### config.mk
export PLATFORM = sky130hd
export DESIGN_NAME = booth_sched
export DESIGN_NICKNAME = d
export VERILOG_FILES = /design/src/rtl/booth_sched.sv
export SDC_FILE = /design/constraint.sdc
export NUM_CORES = 1
export LEC_CHECK = 0
export ABC_AREA = 1
export BUFFER_PORTS_ARGS = -buffer_cell sky130_fd_sc_hd__buf_2
export CAP_MARGIN = 30
export CELL_PAD_IN_SITES_DETAIL_PLACEMENT = 1
export CELL_PAD_IN_SITES_GLOBAL_PLACEMENT = 1
export CORE_MARGIN = 2
export CORE_UTILIZATION = 34
export CTS_CLUSTER_DIAMETER = 150
export DETAILED_ROUTE_END_ITERATION = 7
export PLACE_DENSITY_LB_ADDON = 0.1
export SYNTH_ARGS = -nofsm -noshare
export SYNTH_HDL_FRONTEND = slang
export SYNTH_SLANG_ARGS = --single-unit
### constraint.sdc
create_clock -name clk -period 1.6 [get_ports clk]
set_input_delay 0.32 -clock clk [delete_from_list [all_inputs] [get_ports clk]]
set_output_delay 0.32 -clock clk [all_outputs]
set_load 0.02 [all_outputs]
### src/rtl/booth_sched.sv
// rtl/booth_sched.sv - two-client round-robin sequencer for a shared 8-bit Booth multiplier.
// Steps the multiplier controller by its observed state code; watchdog aborts hung operations.
module booth_sched #(
  parameter int TIMEOUT = 48
) (
  input  logic        clk,
  input  logic        rst,
  input  logic [1:0]  req,
  input  logic [7:0]  mcand0,
  input  logic [7:0]  mplier0,
  input  logic [7:0]  mcand1,
  input  logic [7:0]  mplier1,
  output logic [1:0]  gnt,
  output logic [1:0]  done,
  output logic [15:0] product,
  output logic        err,
  output logic        busy,
  output logic [7:0]  mul_a,
  output logic        mul_go,
  output logic        mul_rst,
  input  logic [2:0]  mul_state,
  input  logic [15:0] mul_product
);

  typedef enum logic [2:0] {IDLE, LDMD, GO1, LDMP, ARM, RUN, RESP} state_t;

  localparam logic [7:0] WD_LAST = 8'(TIMEOUT - 1);

  state_t      state, state_nxt;
  logic        cur, cur_nxt, last, last_nxt, pick;
  logic [7:0]  op_a, op_a_nxt, op_b, op_b_nxt;
  logic [7:0]  wd, wd_nxt;
  logic [15:0] product_nxt;
  logic        err_nxt;
  logic [1:0]  gnt_nxt, done_nxt;
  logic [7:0]  mul_a_nxt;
  logic        mul_go_nxt, mul_rst_nxt, busy_nxt;

  always_comb begin
    state_nxt   = state;
    cur_nxt     = cur;
    last_nxt    = last;
    op_a_nxt    = op_a;
    op_b_nxt    = op_b;
    wd_nxt      = 8'd0;
    product_nxt = product;
    err_nxt     = err;
    gnt_nxt     = 2'b00;
    done_nxt    = 2'b00;
    // With both requesting, serve the one not served last; otherwise the lone requester.
    pick        = (req == 2'b11) ? ~last : req[1];

    case (state)
      IDLE: begin
        if (|req) begin
          cur_nxt   = pick;
          op_a_nxt  = pick ? mcand1 : mcand0;
          op_b_nxt  = pick ? mplier1 : mplier0;
          gnt_nxt   = pick ? 2'b10 : 2'b01;
          state_nxt = LDMD;
        end
      end
      RESP: begin
        last_nxt  = cur;
        state_nxt = IDLE;
      end
      default: begin
        wd_nxt = wd + 8'd1;
        case (state)
          LDMD: state_nxt = GO1;
          GO1:  if (mul_state == 3'b001) state_nxt = LDMP;
          LDMP: if (mul_state == 3'b010) state_nxt = ARM;
          ARM:  if (mul_state == 3'b011) state_nxt = RUN;
          RUN: begin
            if (mul_state == 3'b110) begin
              product_nxt = mul_product;
              err_nxt     = 1'b0;
              state_nxt   = RESP;
            end
          end
          default: state_nxt = IDLE;
        endcase
        // A genuine completion on the final watchdog cycle still wins over the abort.
        if (wd == WD_LAST && state_nxt != RESP) begin
          product_nxt = 16'd0;
          err_nxt     = 1'b1;
          state_nxt   = RESP;
        end
      end
    endcase

    if (state_nxt == RESP) done_nxt = cur_nxt ? 2'b10 : 2'b01;

    // Outputs are registered, so they are derived from the state being entered.
    mul_rst_nxt = (state_nxt == IDLE) || (state_nxt == RESP);
    mul_go_nxt  = (state_nxt == GO1) || (state_nxt == ARM);
    busy_nxt    = (state_nxt != IDLE);
    case (state_nxt)
      LDMD, GO1:      mul_a_nxt = op_a_nxt;
      LDMP, ARM, RUN: mul_a_nxt = op_b_nxt;
      default:        mul_a_nxt = 8'd0;
    endcase
  end

  always_ff @(posedge clk or negedge rst) begin
    if (!rst) begin
      state   <= IDLE;
      cur     <= 1'b0;
      last    <= 1'b1;
      op_a    <= 8'd0;
      op_b    <= 8'd0;
      wd      <= 8'd0;
      product <= 16'd0;
      err     <= 1'b0;
      gnt     <= 2'b00;
      done    <= 2'b00;
      busy    <= 1'b0;
      mul_a   <= 8'd0;
      mul_go  <= 1'b0;
      mul_rst <= 1'b1;
    end else begin
      state   <= state_nxt;
      cur     <= cur_nxt;
      last    <= last_nxt;
      op_a    <= op_a_nxt;
      op_b    <= op_b_nxt;
      wd      <= wd_nxt;
      product <= product_nxt;
      err     <= err_nxt;
      gnt     <= gnt_nxt;
      done    <= done_nxt;
      busy    <= busy_nxt;
      mul_a   <= mul_a_nxt;
      mul_go  <= mul_go_nxt;
      mul_rst <= mul_rst_nxt;
    end
  end

endmodule
; ---- Word-level counts from Yosys, hierarchy flattened
; Index checks and enable logic that the tools add are counted.
[totals]
register_bits = 61
word_cells = 80
input_bits = 55
[op_classes]
add_sub_neg = 1
n_bitwise = 2
muxes = 31
n_eq_ne = 19
n_reduce_logical = 13
[ops]
columns = operator, count
row1 = $mux 8, 7
row2 = $mux 16, 3
row3 = $eq 3x3->1 const B, 7
row4 = $mux 3, 7
row5 = $eq 3x2->1 const B, 6
row6 = $pmux 8 s2, 1
row7 = $pmux 3 s5, 1
row8 = $mux 2, 5
row9 = $eq 3x1->1 const B, 3
row10 = $add 8x1->8 const B, 1
row11 = $eq 8x6->1 const B, 1
row12 = $logic_not 3->1, 2
row13 = $mux 1, 6
row14 = $pmux 3 s2, 1
row15 = $reduce_or 2->1, 3
row16 = $reduce_bool 2->1, 2
row17 = $ne 3x3->1 const B, 1
row18 = $reduce_and 3->1, 1
row19 = $reduce_bool 3->1, 1
row20 = $reduce_or 3->1, 1
row21 = $eq 2x2->1 const B, 1
row22 = $logic_or 1x1->1, 2
row23 = $not 1->1, 2
row24 = $logic_and 1x1->1, 1

; ---- Longest topological paths before layout
; Gate-level depths: netlist of run 1.
[depth]
word_depth = 11
ltp_mapped = 13
ltp_nobuf = 13

; ---- Least setup slack after synthesis of run 1
; No wires, ideal clock.
[synth_timing]
path_type = flip-flop to flip-flop
startpoint = reg wd[0]
endpoint = reg mul_a[0]
arrival_ns = 1.401
setup_ns = 0.118
setup_slack_ns = 0.081
required_time_ns = 1.482
path_buffers = 0
stages_incl_launch_ff = 14
cell_sequence = dfrtp_1 ha_1 nand2_1 inv_2 nand2_2 nor2_4 inv_1 nand2_1 nand2_2 inv_2 nor2_4 nor2_4 nand3_1 nand2_1
[synth_via]
elab_chain_len = 7
word_cells_on_any_way = 12
cone_classes = eq/ne: 6 / mux: 3 / reduce/logical: 3
[synth_rtl]
columns = element, line
row1 = from (decl), 32  ; logic [7:0] wd, wd_nxt;
row2 = from (signal assigned), 127  ; wd <= wd_nxt;
row3 = $eq 8x6->1 *, 84  ; if (wd == WD_LAST && state_nxt != RESP) begin
row4 = $logic_and 1x1->1 *, 84
row5 = $mux 3 *, 84
row6 = $pmux 3 s2 *, 53  ; case (state)
row7 = named net state_nxt[2], 29  ; state_t state, state_nxt;
row8 = $eq 3x3->1 (tied with other cells), 98  ; case (state_nxt)
row9 = $reduce_or 3->1 or $reduce_or 2->1 (tied branches), 98
row10 = $pmux 8 s2 *, 98
row11 = named net mul_a_nxt[0], 36  ; logic [7:0] mul_a_nxt;
row12 = to (signal assigned), 133  ; mul_a <= mul_a_nxt;
row13 = to (decl), 18  ; output logic [7:0] mul_a,
; The timed path passes the listed nets; every way through them passes the cells marked *.
; A chain may end at the register's enable or synchronous reset.

; ---- Worst setup path after layout of run 1
[layout_timing]
startpoint = reg wd[1]
endpoint = reg mul_a[7]
; Same word-level chain as after synthesis.

==> results of run 1 <==
## synth_stat cells, types with 3 or more instances
cell	number
nand2_4	6
inv_1	16
nor3_1	5
nand2_2	7
buf_2	3
nand2_1	71
nand3_1	36
a21oi_1	6
inv_2	7
nor2_4	4
nand3_2	3
nor2_1	20
dfrtp_1	59
a22o_1	16
o21ai_0	6
## worst max-delay path, cell delays in order, from the launching register on
cell	delay [ns]
dfrtp_1	0.35
ha_2	0.20
nand2_2	0.05
inv_2	0.08
nand2_4	0.06
nor2_4	0.16
nand3_4	0.12
nand2_4	0.12
nand3_4	0.11
buf_12	0.16
nand3_2	0.06
nand2_1	0.06
## state kept, by name, summed over array words and instances, names as in the netlist
| register | cells |
|---|---|
| last | 1 |
| state | 3 |
| mul_go | 1 |
| cur | 1 |
| mul_a | 8 |
| op_a | 8 |
| wd | 8 |
| gnt | 2 |
| mul_rst | 1 |
| err | 1 |
| done | 2 |
| op_b | 8 |
| busy | 1 |
| product | 16 |
## path summary, 6_finish.rpt
kind	endpoint	slack, ns	cells after the start
max	mul_a[7]$_DFF_PN0_	-0.05	11
min	product[2]$_DFFE_PN0P_	0.21	2
max reg2reg	mul_a[7]$_DFF_PN0_	-0.05	11
min reg2reg	op_b[6]$_DFF_PN0_	0.50	2
max in group asynchronous	last$_DFFE_PN1N_	0.57	3
min in group asynchronous	wd[1]$_DFF_PN0_	0.47	2
## routing by layer
layer	global-route usage, %	share of wire [%]
met3	4.19	3.1
met1	23.1	44
met4	4.78	0.31
met2	32.8	52
met5	0	0
## cell usage in the layout (no fill, tap or decap), types with 3 or more instances in the layout
cell,n
buf_2,86
nand2_1,67
dfrtp_1,57
nand3_1,24
nor2_1,20
a22o_1,16
buf_4,16
nand3_2,15
inv_1,14
nand2_2,10
clkbuf_8,9
nand2_4,7
inv_2,7
nor2_4,6
a21oi_1,6
buf_12,6
o21ai_0,5
nor3_1,4
inv_6,3
clkinv_4,3
## through the flow
| stage | setup TNS (ns) | instance area, sq um | total power [W] | utilization [%] |
|---|---|---|---|---|
| 3_5_place_dp | -0.434 | 3330 | 0.00476 | 43.1 |
| 5_1_grt | -1.28 | 3780 | 0.00720 | 48.9 |
| 4_1_cts | -0.113 | 3660 | 0.00659 | 47.4 |
| 2_1_floorplan | 0 | 2710 | 0.00389 | - |
| 3_3_place_gp | -0.0237 | 3330 | 0.00465 | 43.1 |
| 6_report | -0.274 | 3780 | 0.00667 | 48.9 |
## kinds of logic after synthesis
group	Yosys count	share of synthesized area, %
simple gates	158	29.3
flops	61	56.4
buf+inv	32	5.64
compound gates	29	7.71
mux	1	0.416
fa+ha+maj	1	0.462
## repair_timing
action | in CTS | in global routing
hold buffers | 1 | 0
resized for setup | 11 | 18
setup buffers | 8 | 5
pin swaps | 15 | 13
setup endpoints to repair | 8 | 29
endpoints found under the hold margin | 15 | 0
## power by group
part	internal (W)	switching, W	total (W)	leakage, nW
logic	0.00121	0.00182	0.00303	1.13
clock network	0.000724	0.000649	0.00137	0.0996
registers	0.00204	0.000231	0.00227	0.786
total	0.00398	0.00270	0.00667	2.02
## layout make-up
| cell class | instances | area share [%] |
|---|---|---|
| flip-flops and latches | 61 | 40.6 |
| multi-input cells | 189 | 29.7 |
| repair buffers | 109 | 18.0 |
| well taps | 102 | 3.38 |
| clock buffers | 9 | 3.28 |
| inverters | 26 | 3.15 |
| clock inverters | 7 | 1.95 |
==> flow_summary.yaml, run 1 <==
outcome:
  status: "finished, violations left"
  violations: "negative setup slack"
place:
  hpwl_um: 5530
  portBuffers: 86
  pre_cts_slack_ns: -0.0753
  place_inst: 473
  gp_congestion: 0.776
power_and_ir_drop:
  vdd_drop_max_v: 0.000744
  cellLeakagePower_nw: 2.02
  power_density_mw_per_mm2: 1770
critical_path:
  critPathKind: "reg2reg"
  cp.required_ns: 1.82
  end_kind: "register"
  start_kind: "register"
  startpoint: "wd[1]$_DFF_PN0_"
  critPathMaxFanout: 6
  reg2reg_from: "wd[1]$_DFF_PN0_"
  arrival_ns: 1.87
finish:
  drive_above_1_share_pct: 45.9
  insertedDiodeCount: 0
  register_area_sq_mm: 0.00153
  final_nets: 452
  multi_input_area_sq_mm: 0.00112
  area_growth_pct: 39.4
  fin_cells: 503
  num-fill-cells: 914
floorplanning:
  rows: 32
  coreArea_sq_mm: 0.00773
  ios: 87
  dieHeight_um: 93.3
  die_w_um: 93.3
  die_area_sq_mm: 0.00870
  start_util_pct: 35.1
yosys:
  synthArstFlopShare_pct: 100
  synth_area_sq_mm: 0.00271
  ys_warn_count: 0
  synthCells: 282
  synth_seq_area_share_pct: 56.4
  synthTopCellsByArea: "dfrtp_1 (55%), nand2_1 (9.8%), nand3_1 (6.7%)"
  synth.distinct_cells: 27
  ys_ff_latch: 61
  synth_nets: 338
  synth_edf_count: 0
  synth.top_cell.area_share_pct: 54.5
  synth_top_cell_by_area: "dfrtp_1"
  yosys_most_used_dff: "dfrtp_1"
  synth_area_per_cell_sq_um: 9.61
sta:
  hold_viol: 0
  setup-violations-final: 8
  hold_ws_ns: 0.211
  rsz0062_at_grt: "yes"
  fmax_mhz: 607
  skew_ns: 0.00830
  finalMaxSlewViolations: 0
  slew-limit-headroom_pct: 68.8
  post-route-period-util_pct: 103
  worst_slew_pin_slew_ns: 0.468
  setup_ws_ns: -0.0474
  period_needed_ns: 1.65
global_routing:
  grt_max_degree: 24
  grt-ovfl-total: 0
  grt_pass1_vias: 2591
  antenna_found_initial: 0
  grt_usage_pct: 18.6
  grt_pass1_wl_um: 12500
route:
  wirelength_um: 7510
  detail_route.wl_per_cell_um: 14.9
  route.detailed.drc: 0
  first_pass_iters: 4
  vias: 2378
  ant_nets: 0
  drtIter0Drc: 92
  vias_per_cell: 4.73
job:
  max_cap_viol_count: 0
clock_tree:
  clk_pin_slew_ns: 0.07
  tritoncts: "done"
  htree_levels: 3
  cts-root-buf: "clkbuf_8"
  cts_buffer_depth: 2
  cts_inserted_buffers: 9
  cts_sinks: 61
  clk_latency_ns: 0.33
min_path:
  holdCritPathClass: "in2reg"
  min_from: "mul_product[2]"
No activity file was read; power rests on OpenSTA's default activity.
==> inputs of run 2 (changes only) <==
- SETUP_SLACK_MARGIN: default -> 0.02
==> run 2 against run 1 <==
Compared with the run above: the flow still finishes with violations (negative setup slack); combinational power hardly changed; final cell count stayed put; routed wire length is 0.28% lower; die area stayed put; flip-flop and latch count stayed put; worst setup slack worse by 0.0020 ns; critical path depth stayed put; via count hardly changed; register-to-register slack hardly changed; critical endpoint unchanged.
==> flow_summary.yaml, run 2 (synthesized netlist as in run 1, its figures left out) <==
floorplanning:
  start_util_pct: 35.1
  dieHeight_um: 93.3
  ios: 87
  coreArea_sq_mm: 0.00773
  die_area_sq_mm: 0.00870
  die_w_um: 93.3
  rows: 32
power_and_ir_drop:
  combPwrFrac_pct: 45.5
  pwr-share-clk_pct: 20.5
  seq_power_share_pct: 34.0
  p_sw_w: 0.00271
  switching_share_pct: 40.4
  power_density_mw_per_mm2: 1770
  intPower_w: 0.00399
  vdd_drop_max_v: 0.000745
  cellLeakagePower_nw: 2.02
finish:
  postLayoutCellArea_sq_mm: 0.00379
  area_growth_pct: 39.8
  num-fill-cells: 913
  largest_register: "product"
  insertedDiodeCount: 0
  fin_cells: 503
  final_nets: 452
  final_cell_mix: "buf_2 (86), nand2_1 (66), dfrtp_1 (57), nand3_1 (24), nor2_1 (20)"
  layout.cells.most_common: "buf_2"
  drive_above_1_share_pct: 46.4
  largest_reg_flops: 16
sta:
  setup-violations-final: 8
  finalMaxSlewViolations: 0
  period_needed_ns: 1.65
  skew_ns: 0.00776
  setup_ws_ns: -0.0495
  worst_slew_pin_slew_ns: 0.468
  fmax_mhz: 606
  post-route-period-util_pct: 103
  slew-limit-headroom_pct: 68.8
  rsz0062_at_grt: "yes"
  hold_viol: 0
place:
  place_inst: 473
  pre_cts_slack_ns: -0.0753
  hpwl_um: 5530
  place_area_sq_mm: 0.00333
  gp_congestion: 0.776
  portBuffers: 86
job:
  max_cap_viol_count: 0
clock_tree:
  clk_pin_slew_ns: 0.07
  cts_inserted_buffers: 9
  tritoncts: "done"
  htree_levels: 3
  cts-root-buf: "clkbuf_8"
  cts_buffer_depth: 2
  cts_sinks: 61
  clk_latency_ns: 0.33
critical_path:
  arrival_ns: 1.87
  end_kind: "register"
  start_kind: "register"
  critPathMaxFanout: 6
  cp.required_ns: 1.82
  critPathKind: "reg2reg"
route:
  ant_nets: 0
  wirelength_um: 7490
  vias_per_cell: 4.73
  first_pass_iters: 4
  vias: 2379
  drtIter0Drc: 89
  detail_route.wl_per_cell_um: 14.9
  route.detailed.drc: 0
global_routing:
  grt_max_degree: 24
  grt_usage_pct: 18.6
  top_usage_layer: "met2"
  grt_pass1_wl_um: 12500
  met3_usage_pct: 4.19
  gr-usage-met1_pct: 23.1
  grt_pass1_vias: 2593
  grt-ovfl-total: 0
  antenna_found_initial: 0
  grt_use_met2_pct: 32.8
outcome:
  violations: "negative setup slack"
  status: "finished, violations left"
min_path:
  holdCritPathClass: "in2reg"
==> run 2: changes by cell type in the layout (fill, tap and decap cells not counted) <==
cell / delta
buf_6: +1
nand2_2: +1
nor3_2: +1
nand2_1: -1
buf_4: -1
nor3_1: -1
==> run 2: critical path, stage by stage, from the launching register on <==
cell and delay, ns:
dfrtp_1 0.35, ha_2 0.20, nand2_2 0.05, inv_2 0.08, nand2_4 0.06, nor2_4 0.16
nand3_4 0.12, nand2_4 0.12, nand3_4 0.11, buf_12 0.16, nand3_2 0.06, nand2_1 0.06
==> run 2: power groups by stage <==
stage / clock network (W) / logic [W] / registers (W)
finish: 0.00137 / 0.00304 / 0.00228
global placement: 0 / 0.00238 / 0.00227
global route: 0.00148 / 0.00341 / 0.00233
detailed placement: 0 / 0.00248 / 0.00228
floorplan: 0 / 0.00147 / 0.00243
CTS: 0.00142 / 0.00290 / 0.00228
==> run 2: layout make-up <==
class                   instances  area (sq um)  area share [%]
clock inverters                 7          73.8            1.95
inverters                      26           119            3.14
clock buffers                   9           124            3.27
well taps                     102           128            3.37
flip-flops and latches         61          1530            40.4
repair buffers                109           684            18.1
multi-input cells             189          1130            29.8
==> run 2: final timing paths <==
check,start,to,slack [ns],cells after the start
worst max-delay path,wd[1]$_DFF_PN0_,mul_a[7]$_DFF_PN0_,-0.05,11
worst min-delay path,mul_product[2],product[2]$_DFFE_PN0P_,0.21,2
worst max register to register,wd[1]$_DFF_PN0_,mul_a[7]$_DFF_PN0_,-0.05,11
worst min register to register,op_b[6]$_DFF_PN0_,op_b[6]$_DFF_PN0_,0.50,2
max in group asynchronous,rst,last$_DFFE_PN1N_,0.57,3
min in group asynchronous,rst,wd[1]$_DFF_PN0_,0.47,2
==> run 2: routing by layer <==
metal	vias up	routed length (um)	share of wire [%]
met2	41	3910	52
li1	1151	-	-
met3	2	225	3.0
met4	0	23	0.31
met1	1185	3320	44
met5	-	0	0
==> run 2: metrics by stage <==
stage | util (%) | hold WS (ns) | TNS [ns] | total power (W)
6_report | 49.0 | 0.211 | -0.290 | 0.00669
5_1_grt | 49.0 | 0.184 | -1.22 | 0.00722
4_1_cts | 47.5 | 0.186 | -0.113 | 0.00660
3_5_place_dp | 43.1 | 0.300 | -0.434 | 0.00476
3_3_place_gp | 43.1 | 0.298 | -0.0237 | 0.00465
2_1_floorplan | - | 0.0244 | 0 | 0.00389
==> run 2: repair_timing <==
action,in CTS,in global routing
gates cloned,0,0
hold buffers,1,0
setup buffers,8,5
endpoints found under the setup margin,8,29
pin swaps,15,11
hold endpoints to repair,15,0
gates resized for setup,12,20
